==> config.mk <==
export PLATFORM = sky130hd
export DESIGN_NAME = sb_arb_2m1s
export DESIGN_NICKNAME = d
export VERILOG_FILES = /design/src/rtl/sb_pkg.sv /design/src/rtl/sb_arb_ch.sv /design/src/rtl/sb_arb_2m1s.sv
export SDC_FILE = /design/constraint.sdc
export NUM_CORES = 1
export LEC_CHECK = 0
export CAP_MARGIN = 20
export CORE_AREA = 4 4 165 167
export CTS_BUF_LIST = sky130_fd_sc_hd__clkbuf_4 sky130_fd_sc_hd__clkbuf_8
export CTS_CLUSTER_DIAMETER = 40
export DETAILED_ROUTE_END_ITERATION = 12
export DIE_AREA = 0 0 169 171
export DONT_BUFFER_PORTS = 1
export GPL_ROUTABILITY_DRIVEN = 0
export SYNTH_ARGS = -nofsm -noshare
export SYNTH_HDL_FRONTEND = slang
export SYNTH_SLANG_ARGS = --single-unit
==> constraint.sdc <==
create_clock -name clk -period 2.4 [get_ports clk]
set_clock_uncertainty 0.15 [all_clocks]
set_input_delay 0.48 -clock clk [delete_from_list [all_inputs] [get_ports clk]]
set_output_delay 0.48 -clock clk [all_outputs]
set_load 0.02 [all_outputs]
==> src/rtl/sb_pkg.sv <==
// Shared definitions for the simple-bus (sb) arbiter slice: bus widths,
// path FSM state encoding and master identifiers.
package sb_pkg;

    localparam int SB_AW = 32;
    localparam int SB_DW = 32;
    localparam int SB_SW = 4;

    // Per-path arbitration state.
    typedef enum logic [1:0] {
        ST_IDLE = 2'd0,
        ST_ADDR = 2'd1,
        ST_DATA = 2'd2
    } sb_state_e;

    // Master identifiers (m0 = instruction fetch, m1 = load/store).
    localparam logic M0 = 1'b0;
    localparam logic M1 = 1'b1;

endpackage

==> src/rtl/sb_arb_ch.sv <==
// One arbitration channel: picks a winner among two masters for the
// request phase, holds ownership through the response phase, and keeps a
// round-robin pointer. Payload muxing lives in the parent.
module sb_arb_ch
    import sb_pkg::*;
#(
    parameter bit FIXED_PRIO = 1'b0
) (
    input  logic       clk,
    input  logic       rst_n,
    input  logic [1:0] req,         // request valid per master
    input  logic       req_ready,   // slave accepts the forwarded request
    input  logic       rsp_valid,   // slave response valid
    input  logic [1:0] rsp_ready,   // response accept per master
    output logic       fwd_en,      // a request is being forwarded to the slave
    output logic       fwd_sel,     // which master's request is forwarded
    output logic       rsp_en,      // response phase: route response to owner
    output logic       owner        // master owning the response phase
);

    sb_state_e state_reg;
    logic      owner_reg;
    logic      ptr_reg;
    logic      win;
    logic      hs_req;
    logic      hs_rsp;

    // Winner selection, forwarding enable and handshake detection.
    always_comb begin
        win     = M0;
        fwd_en  = 1'b0;
        fwd_sel = owner_reg;
        case (req)
            2'b10:   win = M1;
            2'b11:   win = FIXED_PRIO ? M0 : ptr_reg;
            default: win = M0;
        endcase
        case (state_reg)
            ST_IDLE: begin
                fwd_en  = |req;
                fwd_sel = win;
            end
            // Owner is frozen: the other master cannot disturb the slave side.
            ST_ADDR: fwd_en = req[owner_reg];
            default: fwd_en = 1'b0;
        endcase
        rsp_en = (state_reg == ST_DATA);
        hs_req = fwd_en & req_ready;
        hs_rsp = rsp_en & rsp_valid & rsp_ready[owner_reg];
    end

    assign owner = owner_reg;

    // Path FSM, owner register and round-robin pointer.
    always_ff @(posedge clk or negedge rst_n) begin
        if (!rst_n) begin
            state_reg <= ST_IDLE;
            owner_reg <= M0;
            ptr_reg   <= M0;
        end else begin
            case (state_reg)
                ST_IDLE: begin
                    if (|req) begin
                        owner_reg <= win;
                        state_reg <= hs_req ? ST_DATA : ST_ADDR;
                    end
                end
                ST_ADDR: begin
                    if (hs_req) state_reg <= ST_DATA;
                end
                ST_DATA: begin
                    if (hs_rsp) state_reg <= ST_IDLE;
                end
                default: state_reg <= ST_IDLE;
            endcase
            // Pointer moves to the master that lost this grant.
            if (hs_req) ptr_reg <= ~fwd_sel;
        end
    end

endmodule

==> src/rtl/sb_arb_2m1s.sv <==
// Two-master / one-slave sb arbiter. Read and write paths each use an
// independent sb_arb_ch; this level only steers payloads and handshakes.
module sb_arb_2m1s
    import sb_pkg::*;
#(
    parameter bit FIXED_PRIO = 1'b0
) (
    input  logic              clk,
    input  logic              rst_n,
    // master 0
    input  logic              sb_arvalid_m0,
    input  logic [SB_AW-1:0]  sb_araddr_m0,
    output logic              sb_arready_m0,
    output logic              sb_rvalid_m0,
    output logic [SB_DW-1:0]  sb_rdata_m0,
    input  logic              sb_rready_m0,
    input  logic              sb_wvalid_m0,
    input  logic [SB_AW-1:0]  sb_waddr_m0,
    input  logic [SB_DW-1:0]  sb_wdata_m0,
    input  logic [SB_SW-1:0]  sb_wstrb_m0,
    output logic              sb_wready_m0,
    output logic              sb_bvalid_m0,
    output logic              sb_bresp_m0,
    input  logic              sb_bready_m0,
    // master 1
    input  logic              sb_arvalid_m1,
    input  logic [SB_AW-1:0]  sb_araddr_m1,
    output logic              sb_arready_m1,
    output logic              sb_rvalid_m1,
    output logic [SB_DW-1:0]  sb_rdata_m1,
    input  logic              sb_rready_m1,
    input  logic              sb_wvalid_m1,
    input  logic [SB_AW-1:0]  sb_waddr_m1,
    input  logic [SB_DW-1:0]  sb_wdata_m1,
    input  logic [SB_SW-1:0]  sb_wstrb_m1,
    output logic              sb_wready_m1,
    output logic              sb_bvalid_m1,
    output logic              sb_bresp_m1,
    input  logic              sb_bready_m1,
    // slave
    output logic              sb_arvalid_s0,
    output logic [SB_AW-1:0]  sb_araddr_s0,
    input  logic              sb_arready_s0,
    input  logic              sb_rvalid_s0,
    input  logic [SB_DW-1:0]  sb_rdata_s0,
    output logic              sb_rready_s0,
    output logic              sb_wvalid_s0,
    output logic [SB_AW-1:0]  sb_waddr_s0,
    output logic [SB_DW-1:0]  sb_wdata_s0,
    output logic [SB_SW-1:0]  sb_wstrb_s0,
    input  logic              sb_wready_s0,
    input  logic              sb_bvalid_s0,
    input  logic              sb_bresp_s0,
    output logic              sb_bready_s0
);

    // Master-indexed views of the scalar ports.
    logic [1:0]       ar_req;
    logic [1:0]       r_rdy;
    logic [1:0]       w_req;
    logic [1:0]       b_rdy;
    logic [SB_AW-1:0] ar_addr [2];
    logic [SB_AW-1:0] w_addr  [2];
    logic [SB_DW-1:0] w_data  [2];
    logic [SB_SW-1:0] w_strb  [2];

    logic [1:0]       ar_rdy_o;
    logic [1:0]       r_vld_o;
    logic [SB_DW-1:0] r_data_o [2];
    logic [1:0]       w_rdy_o;
    logic [1:0]       b_vld_o;
    logic [1:0]       b_resp_o;

    logic rd_fwd_en, rd_fwd_sel, rd_rsp_en, rd_owner;
    logic wr_fwd_en, wr_fwd_sel, wr_rsp_en, wr_owner;

    assign ar_req     = {sb_arvalid_m1, sb_arvalid_m0};
    assign r_rdy      = {sb_rready_m1,  sb_rready_m0};
    assign w_req      = {sb_wvalid_m1,  sb_wvalid_m0};
    assign b_rdy      = {sb_bready_m1,  sb_bready_m0};
    assign ar_addr[0] = sb_araddr_m0;
    assign ar_addr[1] = sb_araddr_m1;
    assign w_addr[0]  = sb_waddr_m0;
    assign w_addr[1]  = sb_waddr_m1;
    assign w_data[0]  = sb_wdata_m0;
    assign w_data[1]  = sb_wdata_m1;
    assign w_strb[0]  = sb_wstrb_m0;
    assign w_strb[1]  = sb_wstrb_m1;

    sb_arb_ch #(.FIXED_PRIO(FIXED_PRIO)) u_rd_ch (
        .clk       (clk),
        .rst_n     (rst_n),
        .req       (ar_req),
        .req_ready (sb_arready_s0),
        .rsp_valid (sb_rvalid_s0),
        .rsp_ready (r_rdy),
        .fwd_en    (rd_fwd_en),
        .fwd_sel   (rd_fwd_sel),
        .rsp_en    (rd_rsp_en),
        .owner     (rd_owner)
    );

    sb_arb_ch #(.FIXED_PRIO(FIXED_PRIO)) u_wr_ch (
        .clk       (clk),
        .rst_n     (rst_n),
        .req       (w_req),
        .req_ready (sb_wready_s0),
        .rsp_valid (sb_bvalid_s0),
        .rsp_ready (b_rdy),
        .fwd_en    (wr_fwd_en),
        .fwd_sel   (wr_fwd_sel),
        .rsp_en    (wr_rsp_en),
        .owner     (wr_owner)
    );

    // Slave-side request payloads come from the forwarded master only.
    assign sb_arvalid_s0 = rd_fwd_en;
    assign sb_araddr_s0  = rd_fwd_en ? ar_addr[rd_fwd_sel] : '0;
    assign sb_rready_s0  = rd_rsp_en & r_rdy[rd_owner];
    assign sb_wvalid_s0  = wr_fwd_en;
    assign sb_waddr_s0   = wr_fwd_en ? w_addr[wr_fwd_sel] : '0;
    assign sb_wdata_s0   = wr_fwd_en ? w_data[wr_fwd_sel] : '0;
    assign sb_wstrb_s0   = wr_fwd_en ? w_strb[wr_fwd_sel] : '0;
    assign sb_bready_s0  = wr_rsp_en & b_rdy[wr_owner];

    // Per-master handshake and response steering; non-owners see zeros.
    genvar gi;
    generate
        for (gi = 0; gi < 2; gi++) begin : g_mst
            assign ar_rdy_o[gi] = rd_fwd_en & (rd_fwd_sel == 1'(gi)) & sb_arready_s0;
            assign r_vld_o[gi]  = rd_rsp_en & (rd_owner == 1'(gi)) & sb_rvalid_s0;
            assign r_data_o[gi] = (rd_rsp_en & (rd_owner == 1'(gi))) ? sb_rdata_s0 : '0;
            assign w_rdy_o[gi]  = wr_fwd_en & (wr_fwd_sel == 1'(gi)) & sb_wready_s0;
            assign b_vld_o[gi]  = wr_rsp_en & (wr_owner == 1'(gi)) & sb_bvalid_s0;
            assign b_resp_o[gi] = wr_rsp_en & (wr_owner == 1'(gi)) & sb_bresp_s0;
        end
    endgenerate

    assign sb_arready_m0 = ar_rdy_o[0];
    assign sb_arready_m1 = ar_rdy_o[1];
    assign sb_rvalid_m0  = r_vld_o[0];
    assign sb_rvalid_m1  = r_vld_o[1];
    assign sb_rdata_m0   = r_data_o[0];
    assign sb_rdata_m1   = r_data_o[1];
    assign sb_wready_m0  = w_rdy_o[0];
    assign sb_wready_m1  = w_rdy_o[1];
    assign sb_bvalid_m0  = b_vld_o[0];
    assign sb_bvalid_m1  = b_vld_o[1];
    assign sb_bresp_m0   = b_resp_o[0];
    assign sb_bresp_m1   = b_resp_o[1];

endmodule

* Word level (Yosys, flattened, before mapping) *
Index checks and enable logic that the tools add are counted.
Widths: inputs -> output; s select.

cells by class
  order comparisons = 4
  equality and inequality tests = 14
  multiplexer cells = 42
  bitwise operators = 32
  reductions and logical operators = 8

operators with widths
  kind                number
  $mux 32             14
  $and 1x1->1         26
  $mux 2              8
  $mux 4              4
  $eq 2x2->1 const B  6
  $ne 2x1->1 const B  6
  $pmux 2 s3          2
  $mux 1              10
  $pmux 1 s2          4
  $reduce_and 3->1    2
  $eq 2x1->1 const B  2
  $ge 2x2->1 const B  2
  $logic_not 2->1     2
  $lt 1x2->1 const B  2
  $not 1->1           4
  $not 1->2           2
  $reduce_and 2->1    2
  $reduce_or 2->1     2

word-level totals
  register bits after elaboration = 8
  input port bits = 247
  output and inout port bits = 178
  word-level logic and storage cells = 106

* Longest topological paths before layout *
  depth after elaboration = 8
  gate-level depth with buffers = 6

* Hierarchy *
From an unflattened synthesis, not the netlist that was laid out.

second synthesis, totals
  cell total of the unflattened synthesis = 360
  area, all modules = 2867.8 sq um

modules (own cells, without submodules)
  module       instances  cells each  area each (sq um)  seq. area each (sq um)
  sb_arb_2m1s  1          312         2394.8             0.0
  sb_arb_ch    2          24          236.5              100.1

* Least setup slack after synthesis *
No wires, ideal clock.

  path type = register to output
  start = register u_wr_ch.state_reg[0]
  end = output sb_wdata_s0[14]
  arrival time = 1.510 ns
  path slack = 0.260 ns
  stages on the path, launching flop included = 7
  path buffers = 3
  path through = dfrtp_1 -> buf_2 -> nor2b_4 -> nor4b_4 -> buf_4 -> buf_6 -> a22o_1

on the way
  cells in the longest elaborated chain, start to end = 7

ends and longest elaborated chain
  item                                        line                text
  from (decl)                                 sb_arb_ch.sv:21     sb_state_e state_reg;
  from (signal assigned)                      sb_arb_ch.sv:65     state_reg <= hs_req ? ST_DATA : ST_ADDR;
  $logic_not 2->1                             sb_arb_ch.sv:38     case (state_reg)
  $mux 1                                      sb_arb_ch.sv:38
  $not 1->2 (not written as such)             sb_arb_2m1s.sv:122  assign sb_wdata_s0 = wr_fwd_en ? w_data[wr_fwd_sel] : '0;
  $mux 32 (not written as such) (3 in a row)  sb_arb_2m1s.sv:122
  $mux 32 *                                   sb_arb_2m1s.sv:122
  to (decl)                                   sb_arb_2m1s.sv:49   output logic [SB_DW-1:0] sb_wdata_s0,

Every way passes the cells marked *; elsewhere a longest branch is shown, timed or not. The select of a mux whose other input is x is not followed.

* Worst setup path after layout *
  start = register u_wr_ch.state_reg[0]
  end = output sb_wdata_s0[10]

The elaborated chain is that of the path after synthesis.

==> summary.txt <==
Outcome
  – Status: finished with violations
  – Failing checks: setup timing

Placed design
  – Buffers on Ports: 0
  – DPL Wire Length: 11,600 µm
  – Place WS: 174 ps
  – Placed cell area: 2640 µm²
  – Placed insts: 600

Critical path
  – Crit path max fanout: 34
  – End of the worst register-to-register path: u_rd_ch.state_reg[0]
  – Worst R2R Path Depth: 3
  – CP Capture Type: primary output
  – Crit-path cells: nor2b_4 > nor4b_4 > clkbuf_16 > a22o_1 > buf_12
  – Slowest cell on crit path: dfrtp_1
  – Critical Path Start Type: flop
  – Setup CP Type: flop to primary output
  – Critical Path AT: 1780 ps
  – Largest stage delay on the critical path: 390 ps
  – Req. time, crit path: 1770 ps
  – RR Startpoint: u_rd_ch.state_reg[0]
  – R2R Setup Slk: 810 ps

Route
  – M1 wire length: 5110 µm
  – Vias/cell: 4.03
  – Residual DRC: 0
  – Routed length on met3: 1780 µm
  – Drt initial violations: 140
  – Post-Route WL: 14,400 µm
  – Routed Antenna Nets: 0
  – Via count: 2,466
  – WL per Instance: 23.5 µm
  – Met2 wire len: 7230 µm
  – DRT Pass-1 Iters: 4
  – DR top layer: met4

Synth
  – Synthesized area per cell: 7.71 µm²
  – Post-synth top area share: 0.430
  – Most frequent cells after synthesis: a22o_1, and2_1, buf_2, clkbuf_1, nor2_1
  – Biggest area consumer among synthesized cells: a22o_1
  – Most common cell in the netlist: a22o_1
  – Post-synthesis mux area share: 0.0146
  – Synth Register Bits: 8
  – Netlist cell types: 33
  – Top FF cell, synth: dfrtp_1
  – EDFF count, synth: 0
  – Compound-Gate Fraction of Synth Area: 0.499
  – Sequential-to-total area share from yosys stat: 0.0972
  – Mapped Area: 2060 µm²
  – Yosys warnings: 0
  – Largest family of logic cells by synthesized area: compound AO/OA/AOI/OAI gates
  – Async S/R FF share, synth: 1.00
  – Top post-synthesis cells by area: a22o_1, and2_1, dfrtp_1
  – Simple-gate portion of the synthesized area: 0.299
  – Post-synthesis adder-cell area fraction: 0
  – Syn Inst Count: 267
  – Post-Syn Nets: 514
  – XOR/XNOR Fraction of Synth Area: 0

Global routing
  – Via count of the first global-routing pass: 2,249
  – First-pass GRT wire length: 15,400 µm
  – Maximum number of pins on one net before global-route repair: 71
  – GRT Util Overall: 0.0730
  – Final global-route overflow total: 0
  – Antenna violations before repair: 1

Run
  – Max Cap Viol: 0

Power and ir drop
  – Maximum vdd drop: 0.599 mV
  – Clock group share of total power: 0.040
  – Switching share of power: 0.590
  – Total power: 4.28 mW
  – P_sw: 2.53 mW
  – Pwr per Cell Area: 1400 nW/µm²
  – Reg power frac: 0.070
  – Cell Int Power: 1.75 mW
  – Pleak: 1.23 nW
  – Gate power share: 0.890

Clock tree
  – Clock Pin Slew Worst Setup and Hold Paths: 50 ps
  – Worst-case clock buffer depth: 2
  – Worst skew pair latency: 230 ps
  – CTS buffer count: 3
  – Clock tree sinks: 8
  – CTS tree: done
  – Root Driver: clkbuf_8
  – H-tree levels: 1

Hold path
  – Min-delay src: sb_arvalid_m0
  – Worst hold path cell count: 1
  – Path type of the worst min-delay path: input pin to flop
  – Worst hold path endpoint: u_rd_ch.owner

Floorplan
  – Row cnt: 59
  – Die area: 28,900 µm²
  – Starting density of the core: 0.0799
  – I/O pin count: 425
  – Core ar.: 25,800 µm²
  – DIE WIDTH: 169 µm
  – Die H: 171 µm

STA
  – Setup ws final: -6.73 ps
  – Hold_ws: 193 ps
  – Final Hold Viols: 0
  – RSZ-0062 raised after global routing: true
  – Setup TNS: -14.0 ps
  – Final period util: 1.00
  – Max frequency: 0.416 GHz
  – Setup Viol. Count Final: 4
  – Min Tclk post-route: 2410 ps
  – Max_slew headroom: 0.672
  – Max-slew violations: 0
  – Worst-margin pin slew: 490 ps

Cells and area
  – Design Area, Final: 3050 µm²
  – Share of cells above drive strength 1: 0.391
  – Nets: 525
  – Finished Layout Cells: 612
  – Layout overhead on the synthesized area: 48.3%
  – Post-layout util: 0.119
[power by group through the flow]
stage               clock (mW)  sequential (mW)  combinational (mW)
global route             0.185            0.311                4.03
finish                   0.171            0.301                3.81
floorplan                    0            0.237                2.70
detailed placement           0            0.301                3.27
CTS                      0.181            0.300                3.32
global placement             0            0.298                3.24
[cells by family after synthesis]
group,after synthesis
buffers and inverters,38
multiplexers,3
AND/OR/NAND/NOR,99
flip-flops,8
AO/OA/AOI/OAI,119
[placed cells by master (no fill, tap or decap), drive strengths merged, types with 2 or more instances in the layout]
master  netlist  layout
nand2b        6       6
buf          23      33
a31oi         2       2
o21ai         3       3
a22o        101     101
nor3          3       3
nor3b         2       2
mux2i         3       3
inv           6       6
dfrtp         8       8
nor2          9       9
and3          2       2
nand2         3       3
and2         68      68
nor2b         4       4
o21a          2       2
o211a         2       2
clkbuf        9       7
[layer usage]
metal,track usage,vias to the layer above
met4,0.0238,0
met2,0.120,224
li1,-,1034
met5,0,-
met3,0.0360,13
met1,0.0836,1195
[cell type report]
cell class	instances	area [µm²]
antenna	1	2.50
tap	335	419
inverter	6	22.5
clock buffer	3	41.3
timing repair buffer	38	477
multi-input combinational	221	1890
sequential	8	200
fill	2945	22700
[worst max path at each step]
stage,slack [ps],depth (start not counted),endpoint,start
floorplan,260,6,sb_wdata_s0[14],u_wr_ch.state_reg[0]
global placement,190,5,sb_waddr_s0[27],sb_wvalid_m0
detailed placement,170,5,sb_wdata_s0[12],sb_wvalid_m0
CTS,-50,5,sb_waddr_s0[1],u_wr_ch.state_reg[0]
global route,-80,5,sb_waddr_s0[7],u_wr_ch.state_reg[0]
finish,-7,5,sb_wdata_s0[10],u_wr_ch.state_reg[0]
[critical path, delay by kind of cell, from the launching register on]
kind                   cells  cell delay (ps)
DFF                        1              390
AOI/OAI and AO/OA          1              230
and+or+nand+nor            2              490
buffers and inverters      2              400
[repair_timing]
| action | CTS | global route |
|---|---|---|
| hold buffers | 1 | 0 |
| endpoints found under the setup margin | 24 | 70 |
| gates resized for setup | 17 | 65 |
| cloned | 0 | 5 |
| hold endpoints to repair | 8 | 0 |
| pin swaps | 0 | 2 |
| setup buffers | 0 | 2 |
No activity file was read; power rests on OpenSTA's default activity.
